`config.mk`:
```
export PLATFORM = sky130hd
export DESIGN_NAME = rvv_cmd_dispatch
export DESIGN_NICKNAME = d
export VERILOG_FILES = /design/src/rtl/rvv_cmd_dispatch_pkg.sv /design/src/rtl/rvv_cmd_dispatch_credit.sv /design/src/rtl/rvv_cmd_dispatch.sv
export SDC_FILE = /design/constraint.sdc
export NUM_CORES = 1
export LEC_CHECK = 0
export BUFFER_PORTS_ARGS = -buffer_cell sky130_fd_sc_hd__buf_2
export CAP_MARGIN = 20
export CORE_MARGIN = 2
export CORE_UTILIZATION = 56
export DETAILED_ROUTE_END_ITERATION = 10
export GPL_TIMING_DRIVEN = 0
export PLACE_DENSITY = 0.87
export SLEW_MARGIN = 20
export SYNTH_ARGS = -nofsm -noshare
export SYNTH_HDL_FRONTEND = slang
export SYNTH_SLANG_ARGS = --single-unit
```
`constraint.sdc`:
```
create_clock -name clk -period 20.9 [get_ports clk]
set_clock_uncertainty 0.05 [all_clocks]
set_input_delay 1.045 -clock clk [delete_from_list [all_inputs] [get_ports clk]]
set_output_delay 1.045 -clock clk [all_outputs]
set_load 0.005 [all_outputs]
```
`src/rtl/rvv_cmd_dispatch_pkg.sv`:
```
// Shared RVV types and constants for the command dispatch slice.
package rvv_cmd_dispatch_pkg;

    localparam int RVV_PERF_CNT_W = 32;

    typedef struct packed {
        logic [7:0] op;
        logic [4:0] vd;
        logic [4:0] vs1;
        logic [4:0] vs2;
        logic [8:0] imm;
    } RVVCmd;

    function automatic logic [31:0] rvv_min(input logic [31:0] a, input logic [31:0] b);
        return (a < b) ? a : b;
    endfunction

endpackage

```
`src/rtl/rvv_cmd_dispatch_credit.sv`:
```
// In-flight credit tracker: commands popped from the buffer but not yet retired.
module rvv_dispatch_credit #(
    parameter int MAX_INFLIGHT = 8,
    parameter int POP_W        = 3,
    parameter int RET_W        = 2,
    localparam int CW          = $clog2(MAX_INFLIGHT + 1)
) (
    input  logic             clk,
    input  logic             rst,
    input  logic [POP_W-1:0] pop_i,
    input  logic [RET_W-1:0] retire_i,
    output logic [CW-1:0]    inflight_o,
    output logic [CW-1:0]    avail_o
);

    logic [CW-1:0] inflight_q;
    logic [CW-1:0] inflight_d;
    logic [31:0]   sum_s;

    // Next credit count; a retire beyond what is outstanding clamps at zero.
    always_comb begin
        sum_s = 32'(inflight_q) + 32'(pop_i);
        if (32'(retire_i) > sum_s) begin
            inflight_d = '0;
        end else begin
            inflight_d = CW'(sum_s - 32'(retire_i));
        end
    end

    // Credit register.
    always_ff @(posedge clk) begin
        if (rst) begin
            inflight_q <= '0;
        end else begin
            inflight_q <= inflight_d;
        end
    end

    // Backend must never retire more than was issued.
    always @(posedge clk) begin
        retire_underflow_chk: assert (rst || (32'(retire_i) <= sum_s));
    end

    assign inflight_o = inflight_q;
    assign avail_o    = CW'(MAX_INFLIGHT) - inflight_q;

endmodule

```
`src/rtl/rvv_cmd_dispatch.sv`:
```
// RVV command dispatch: drains the command buffer into an ISSUE_W-wide hold stage.
// Optional perf counters are enabled by defining RVV_DISPATCH_PERF_EN.
module rvv_cmd_dispatch
    import rvv_cmd_dispatch_pkg::*;
#(
    parameter int N                       = 4,
    parameter int ISSUE_W                 = 2,
    parameter int CMD_BUFFER_MAX_CAPACITY = 16,
    parameter int MAX_INFLIGHT            = 8,
    localparam int FW = $clog2(CMD_BUFFER_MAX_CAPACITY + 1),
    localparam int PW = $clog2(N + 1),
    localparam int HW = $clog2(ISSUE_W + 1),
    localparam int CW = $clog2(MAX_INFLIGHT + 1)
) (
    input  logic                    clk,
    input  logic                    rst,
    input  logic [FW-1:0]           fill_level_i,
    input  RVVCmd [N-1:0]           cmd_data_i,
    output logic [PW-1:0]           cmd_ready_o,
    output logic [ISSUE_W-1:0]      issue_valid_o,
    output RVVCmd [ISSUE_W-1:0]     issue_data_o,
    input  logic [ISSUE_W-1:0]      issue_ready_i,
    input  logic [HW-1:0]           retire_count_i,
    output logic                    idle_o
`ifdef RVV_DISPATCH_PERF_EN
    ,
    output logic [RVV_PERF_CNT_W-1:0] perf_issue_count_o,
    output logic [RVV_PERF_CNT_W-1:0] perf_backend_stall_o,
    output logic [RVV_PERF_CNT_W-1:0] perf_credit_stall_o
`endif
);

    RVVCmd [ISSUE_W-1:0] hold_q;
    RVVCmd [ISSUE_W-1:0] hold_d;
    logic [ISSUE_W-1:0]  valid_q;
    logic [ISSUE_W-1:0]  valid_d;
    logic [HW-1:0]       held_q;
    logic [HW-1:0]       held_d;
    logic [31:0]         acc_s;
    logic                acc_run_s;
    logic [31:0]         rem_s;
    logic [31:0]         space_s;
    logic [31:0]         pop_s;
    logic [PW-1:0]       pop_cnt_s;
    logic [CW-1:0]       inflight_s;
    logic [CW-1:0]       avail_s;

    // Accepted count: only an unbroken run of ready slots from slot 0 counts.
    always_comb begin
        acc_s     = 32'd0;
        acc_run_s = 1'b1;
        for (int i = 0; i < ISSUE_W; i++) begin
            if (acc_run_s && valid_q[i] && issue_ready_i[i]) begin
                acc_s = acc_s + 32'd1;
            end else begin
                acc_run_s = 1'b0;
            end
        end
    end

    // Pop count limited by buffer fill, read width, free slots and credits.
    always_comb begin
        rem_s   = 32'(held_q) - acc_s;
        space_s = 32'(ISSUE_W) - rem_s;
        pop_s   = rvv_min(rvv_min(32'(fill_level_i), 32'(N)),
                          rvv_min(space_s, 32'(avail_s)));
        if (rst) begin
            pop_cnt_s = '0;
        end else begin
            pop_cnt_s = PW'(pop_s);
        end
    end

    // Survivors shift down to slot 0, new entries append behind them.
    always_comb begin
        hold_d  = hold_q;
        valid_d = '0;
        held_d  = HW'(rem_s + 32'(pop_cnt_s));
        for (int i = 0; i < ISSUE_W; i++) begin
            for (int j = 0; j < ISSUE_W; j++) begin
                hold_d[i] = ((32'(i) < rem_s) && (32'(j) == 32'(i) + acc_s))
                            ? hold_q[j] : hold_d[i];
            end
            for (int j = 0; j < N; j++) begin
                hold_d[i] = ((32'(i) >= rem_s) && (32'(j) < 32'(pop_cnt_s)) &&
                             (32'(j) + rem_s == 32'(i)))
                            ? cmd_data_i[j] : hold_d[i];
            end
            valid_d[i] = (32'(i) < 32'(held_d));
        end
    end

    // Hold stage registers.
    always_ff @(posedge clk) begin
        if (rst) begin
            hold_q  <= '0;
            valid_q <= '0;
            held_q  <= '0;
        end else begin
            hold_q  <= hold_d;
            valid_q <= valid_d;
            held_q  <= held_d;
        end
    end

    rvv_dispatch_credit #(
        .MAX_INFLIGHT (MAX_INFLIGHT),
        .POP_W        (PW),
        .RET_W        (HW)
    ) u_credit (
        .clk        (clk),
        .rst        (rst),
        .pop_i      (pop_cnt_s),
        .retire_i   (retire_count_i),
        .inflight_o (inflight_s),
        .avail_o    (avail_s)
    );

    assign cmd_ready_o   = pop_cnt_s;
    assign issue_valid_o = valid_q;
    assign issue_data_o  = hold_q;
    assign idle_o        = (held_q == '0) && (inflight_s == '0) && (fill_level_i == '0);

`ifdef RVV_DISPATCH_PERF_EN
    logic [RVV_PERF_CNT_W-1:0] perf_issue_q;
    logic [RVV_PERF_CNT_W-1:0] perf_bstall_q;
    logic [RVV_PERF_CNT_W-1:0] perf_cstall_q;
    logic                      bstall_s;
    logic                      cstall_s;

    assign bstall_s = valid_q[0] && !issue_ready_i[0];
    // Credit stall: work and room are both available, only credits block the pop.
    assign cstall_s = (fill_level_i != '0) && (space_s != 32'd0) && (avail_s == '0);

    // Wrapping performance counters.
    always_ff @(posedge clk) begin
        if (rst) begin
            perf_issue_q  <= '0;
            perf_bstall_q <= '0;
            perf_cstall_q <= '0;
        end else begin
            perf_issue_q  <= perf_issue_q + RVV_PERF_CNT_W'(acc_s);
            perf_bstall_q <= perf_bstall_q + RVV_PERF_CNT_W'(bstall_s);
            perf_cstall_q <= perf_cstall_q + RVV_PERF_CNT_W'(cstall_s);
        end
    end

    assign perf_issue_count_o   = perf_issue_q;
    assign perf_backend_stall_o = perf_bstall_q;
    assign perf_credit_stall_o  = perf_cstall_q;
`endif

endmodule
```
* Yosys cells after proc, flatten, opt, wreduce, memory -nomap -nowiden
Index checks and enable logic that the tools add are counted.
** Word-level totals
- Register bits after elaboration :: 72
- Bits of input ports :: 139
- Output and inout port bits :: 70
- Word-level logic and storage cells :: 99
** Operators by class
- Add/subtract/negate cells :: 11
- Magnitude comparators :: 14
- Equality and inequality tests :: 7
- Muxes and demuxes :: 18
- Reductions and logical operators :: 36
** Operators with widths (number)
- $mux 32 :: 12
- $logic_not 32->1 :: 5
- $eq 32x1->1 const B :: 4
- $add 1x32->32 const A :: 2
- $add 2x32->32 const A :: 2
- $eq 1x32->1 const A :: 2
- $ge 1x32->1 const A :: 2
- $lt 1x32->1 const A :: 2
- $lt 32x4->1 :: 1
- $lt 5x32->1 :: 1
- $sub 2x32->32 const A :: 1
- $logic_and 1x1->1 :: 24
- $reduce_bool 5->1 :: 2
- $lt 1x3->1 const A :: 2
- $lt 2x3->1 const A :: 2
- $mux 3 :: 2
- $add 4x3->5 :: 1
- $gt 2x5->1 :: 1
- $logic_not 5->1 :: 1
- $lt 5x3->1 const B :: 1
- $mux 5 :: 1
- $ne 5x1->1 const B :: 1
- $logic_not 4->1 :: 1
- $lt 1x2->1 const A :: 2
- 10 further kinds :: 11

* Logic depth before layout (Yosys ltp)
- Depth after elaboration :: 19
- Mapped depth :: 36
- Depth with buffers taken out :: 35

* Hierarchy
A second synthesis with hierarchy kept.
** Unflattened totals
- Cells, all modules :: 637
- Area, all modules :: 5821.8 sq um
** Modules (own cells, without submodules)
- rvv_cmd_dispatch :: instances 1, cells an instance 583, area an instance 5362.6 sq um, seq. area each 1341.3 sq um
- rvv_dispatch_credit :: instances 1, cells an instance 54, area an instance 459.2 sq um, seq. area each 80.1 sq um

* Worst setup path before layout
Ideal clock, no wire load.
- Path type :: in2reg
- From :: in issue_ready_i[0]
- To :: reg u_credit.inflight_q[3] (netlist: u_credit.inflight_o[3])
- Setup time :: 116 ps
- Data arrival time :: 7735 ps
- Required time :: 20734 ps
- Path slack :: 12999 ps
- Cell stages on the path :: 35
- Buffers on the path :: 1
- Cells stage by stage :: and2_1 -> nand3_1 -> inv_1 -> ha_1 -> ha_1 -> fa_1 -> inv_1 -> ha_1 -> a21oi_1 -> ha_1 -> inv_1 -> ha_1 -> nor4b_2 -> and3_1 -> and3_1 -> clkbuf_1 -> nor2_1 -> a21oi_1 -> ha_1 -> a211o_1 -> a21oi_1 -> and4_1 -> nor3_2 -> a311oi_1 -> ha_1 -> inv_1 -> fa_1 -> inv_1 -> ha_1 -> inv_1 -> o21ai_0 -> nor2_1 -> xnor2_1 -> xnor2_1 -> nor2_1
** On the way
- Word-level cells in the longest chain between the ends :: 15
- Elaborated cells between the ends (all ways) :: 18
- Those cells by class :: add/sub (5); order compare (3); mux (6); reduce/logical (4)
** RTL lines
- from (decl) :: line rvv_cmd_dispatch.sv:22 : input logic [ISSUE_W-1:0] issue_ready_i,
- $logic_and 1x1->1 (*) :: line rvv_cmd_dispatch.sv:53 : if (acc_run_s && valid_q[i] && issue_ready_i[i]) begin
- $mux 1 :: line rvv_cmd_dispatch.sv:53
- $logic_and 1x1->1 (2 in a row) :: line rvv_cmd_dispatch.sv:53
- $mux 2 (*) :: line rvv_cmd_dispatch.sv:53
- $sub 2x2->3 (*) :: line rvv_cmd_dispatch.sv:63 : rem_s = 32'(held_q) - acc_s;
- $sub 2x32->32 (*) :: line rvv_cmd_dispatch.sv:64 : space_s = 32'(ISSUE_W) - rem_s;
- $lt 32x4->1 :: line rvv_cmd_dispatch_pkg.sv:15 : return (a < b) ? a : b;
- $mux 32 (*) :: line rvv_cmd_dispatch_pkg.sv:15
- $lt 5x32->1 :: line rvv_cmd_dispatch_pkg.sv:15
- $mux 3 (*) :: line rvv_cmd_dispatch_pkg.sv:15
- $mux 3 (*) :: line rvv_cmd_dispatch.sv:67 : if (rst) begin
- net cmd_ready_o[0] :: line rvv_cmd_dispatch.sv:19 : output logic [PW-1:0] cmd_ready_o,
- $add 4x3->5 (*) :: line rvv_cmd_dispatch_credit.sv:22 : sum_s = 32'(inflight_q) + 32'(pop_i);
- $gt 2x5->1 :: line rvv_cmd_dispatch_credit.sv:23 : if (32'(retire_i) > sum_s) begin
- $reduce_or 2->1 (no source line)
- to (signal assigned) :: line rvv_cmd_dispatch_credit.sv:35 : inflight_q <= inflight_d;
- to (decl) :: line rvv_cmd_dispatch_credit.sv:16 : logic [CW-1:0] inflight_q;
Mark *: on every way through the listed nets, which the timed path passes. The rest lies on a longest branch.
A chain may end at the register's enable or synchronous reset.

* Final worst setup path
- From :: in issue_ready_i[0]
- To :: reg u_credit.inflight_q[3] (netlist: u_credit.inflight_o[3])
** On the way
- Word-level cells in the longest chain between the ends :: 15
- Elaborated cells between the ends (all ways) :: 18
- Those cells by class :: add/sub (5); order compare (3); mux (6); reduce/logical (4)
** RTL lines (line)
- $logic_and 1x1->1 (*) :: rvv_cmd_dispatch.sv:53
- $mux 1 :: rvv_cmd_dispatch.sv:53
- $logic_and 1x1->1 (2 in a row) :: rvv_cmd_dispatch.sv:53
- $mux 2 (*) :: rvv_cmd_dispatch.sv:53
- $sub 2x2->3 (*) :: rvv_cmd_dispatch.sv:63
- $sub 2x32->32 (*) :: rvv_cmd_dispatch.sv:64
- $lt 32x4->1 :: rvv_cmd_dispatch_pkg.sv:15
- $mux 32 (*) :: rvv_cmd_dispatch_pkg.sv:15
- $lt 5x32->1 :: rvv_cmd_dispatch_pkg.sv:15
- $mux 3 (*) :: rvv_cmd_dispatch_pkg.sv:15
- $mux 3 (*) :: rvv_cmd_dispatch.sv:67
- $add 4x3->5 (*) :: rvv_cmd_dispatch_credit.sv:22
- $gt 2x5->1 :: rvv_cmd_dispatch_credit.sv:23
- $reduce_or 2->1 (no source line)
Mark *: on every way between the ends. The rest lies on a longest branch, timed or not.

==> summary.txt <==
status - finished, final reports clean
CTS root buf - clkbuf_8
peak supply drop - 0.0000886 V
main flop type after synthesis - dfxtp_1
CTS tree - yes
Pwr Density - 139 mW/mm^2
placement-stage cell area - 0.00728 mm^2
required time of the critical path - 21,110 ps
Final period util - 41.2%
Reg clk slew, reported paths - 80 ps
filler cell count - 901
CTS H-tree depth - 3
number of antenna cells inserted - 0
sum of net half-perimeters after detailed placement - 17,400 um
fmax - 0.116 GHz
reg2reg path depth - 35
WHS Endpoint - issue_data_o[3]
die area - 0.0117 mm^2
Post-DRT Antenna Nets - 0
final setup fails - 0
fin. max-slew vios - 0
Worst path slowest cell - fa_1
worst hold-check path type - reg -> reg
Placer Congestion - 0.962
commonest non-fill, non-tap cells in the layout - buf_2, nand2_1, dfxtp_1
Worst setup EP type - register
Vias/cell - 6.41
Die H - 108 um
# Post-CTS Setup Buffers - 0
Initial Utilization - 58.2%
initial antenna violation count - 0
Hold Vio Cnt, Final - 0
Slew HR - 35.8%
Clock Path Buffers - 2
Avg WL per Cell - 20.3 um
nets - 1,161
MaxCap Viol Count - 0
unrepaired setup endpoints after global routing - false
Post-synth ARST share - 0%
Seq/Total Area, Yosys - 23.5%
register area - 0.00142 mm^2
number of global-route vias before repair - 6,864
CP Launch Point - issue_ready_i[0]
Post-synth EDFFs - 0
num ports - 209
Syn Area/Cell - 7.97 um^2
reg-to-reg slack, setup - 12,730 ps
worst hold slack - 401 ps
commonest non-fill, non-tap cell in the layout - buf_2
first-pass GRT wire length - 34,500 um
DRC - 0
largest net degree at the start of global routing - 13
Min Clock Period, post-route - 8620 ps
Static Leak - 3.47 nW
Mapped Area - 0.00606 mm^2
Worst path most repeated cell - ha_1
Cells on Worst Hold Path - 2
Cell Rows - 37
Fin Setup TNS - 0 ps
r2r startpoint - issue_valid_o[0]
Setup CP Type - in -> reg
CP Max Fanout - 12
slowest stage delay, CP - 600 ps
Overflow after GRT - 0
share of post-route cells with drive strength above 1 - 31.2%
total chip power - 1.04 mW
drt first pass iters - 6
via count - 7,174
FF+latch count, synth - 71
Unique masters post-synth - 64
min-delay src - issue_data_o[3]
final instance area - 0.00747 mm^2
Resized cells post-CTS - 0
Detailed Route Iter0 Violations - 870
Num CTS Buffers - 9
Clock Latency Late Sink - 360 ps
Startpoint Class - input port
YS warnings - 0
total global-route track usage - 38.0%
multi-input logic area - 0.00416 mm^2
CORE AREA - 0.0104 mm^2
hold_buf cts - 0
synth-to-layout area growth - 23.2%
reg-to-reg endpoint - u_credit.inflight_o[3]
Post-Route WL - 22,700 um
Port Buffer Count - 207
die width - 108 um
worst slew pin tran - 955 ps
WP data arrival - 8830 ps
Syn Inst Count - 760
clock sink count - 71
final core utilization - 71.7%
## Yosys cell counts (3+ instances only)
library cell | count | share of area, %
inv_1 | 58 | 3.6
clkbuf_1 | 52 | 3.2
and2_1 | 5 | 0.52
a21o_1 | 3 | 0.37
nor3_1 | 8 | 0.66
o211ai_1 | 3 | 0.37
ha_1 | 39 | 8.1
mux2_2 | 4 | 0.74
or3_1 | 33 | 3.4
xnor2_1 | 6 | 0.87
nor2_1 | 17 | 1.1
o2bb2ai_1 | 31 | 4.5
or2_2 | 33 | 3.4
a31oi_1 | 34 | 3.5
xor2_1 | 3 | 0.43
a211o_1 | 3 | 0.43
a221o_1 | 32 | 5.3
a21oi_1 | 13 | 1.1
nand2_1 | 105 | 6.5
nand2b_1 | 4 | 0.41
fa_1 | 3 | 0.99
o221ai_1 | 30 | 4.3
buf_6 | 5 | 0.93
o2111ai_1 | 4 | 0.58
mux2_4 | 31 | 7.7
nand3_1 | 8 | 0.66
nand4_1 | 3 | 0.31
mux2i_1 | 5 | 0.83
o21ai_0 | 70 | 5.8
dfxtp_1 | 71 | 23
## layout make-up
cell class | instances | area share [%]
tap | 136 | 2.28
multi-input combinational | 573 | 55.8
inverter | 58 | 2.92
clock buffer | 9 | 1.66
clock inverter | 6 | 0.821
timing repair buffer | 208 | 14.0
buffer | 59 | 3.54
sequential | 71 | 19.0
## metrics by stage
| step | instances | worst slack [ps] |
|---|---|---|
| floorplan | 761 | 13000 |
| global placement | 1104 | 12030 |
| detailed placement | 1105 | 11960 |
| CTS | 1120 | 12280 |
| global route | 1120 | 11620 |
| finish | 1120 | 12280 |
## metal layers
layer	vias up	GRT usage [%]	share of wire (%)
met3	115	9.34	12
met5	-	0	0
met4	0	18.5	4.2
met2	544	61.6	46
met1	3267	47.2	38
li1	3248	-	-
## report_power, final
part / internal (mW) / switching, mW
registers: 0.168 / 0.0208
clock network: 0.0543 / 0.0573
logic: 0.297 / 0.443
total: 0.520 / 0.521
## sequential cells by signal (all words and copies together), names as in the netlist
signal,flops
issue_data_o,64
held_q,1
issue_valid_o,2
u_credit.inflight_o,4
## how the worst max path moves through the flow
stage                                        end  slack [ps]  depth (start not counted)
final                     u_credit.inflight_o[3]       12280                         36
after detailed placement  u_credit.inflight_o[3]       11960                         36
after global placement    u_credit.inflight_o[3]       12030                         36
after CTS                 u_credit.inflight_o[3]       12280                         36
after global routing      u_credit.inflight_o[3]       11620                         36
after floorplan           u_credit.inflight_o[3]       13000                         35
## critical path: cells and delay by family
family	cells	cell delay [ps]
buf+inv	8	970
compound gates	6	1600
fa+ha+maj	10	3270
xor+xnor	2	320
simple gates	10	1630
## cell families (layout without fill, tap and decap cells)
group	count (synthesis)	in the layout	share of synthesized area [%]
AOI/OAI and AO/OA	244	244	29.2
xor gates and xnor gates	9	9	1.30
adders and majority gates	42	42	9.05
buffers and inverters	117	340	7.95
DFF	71	71	23.5
muxes	40	40	9.25
other	2	3	0.124
and+or+nand+nor	235	235	19.7
Note: power is estimated with default switching activity, not from simulation.
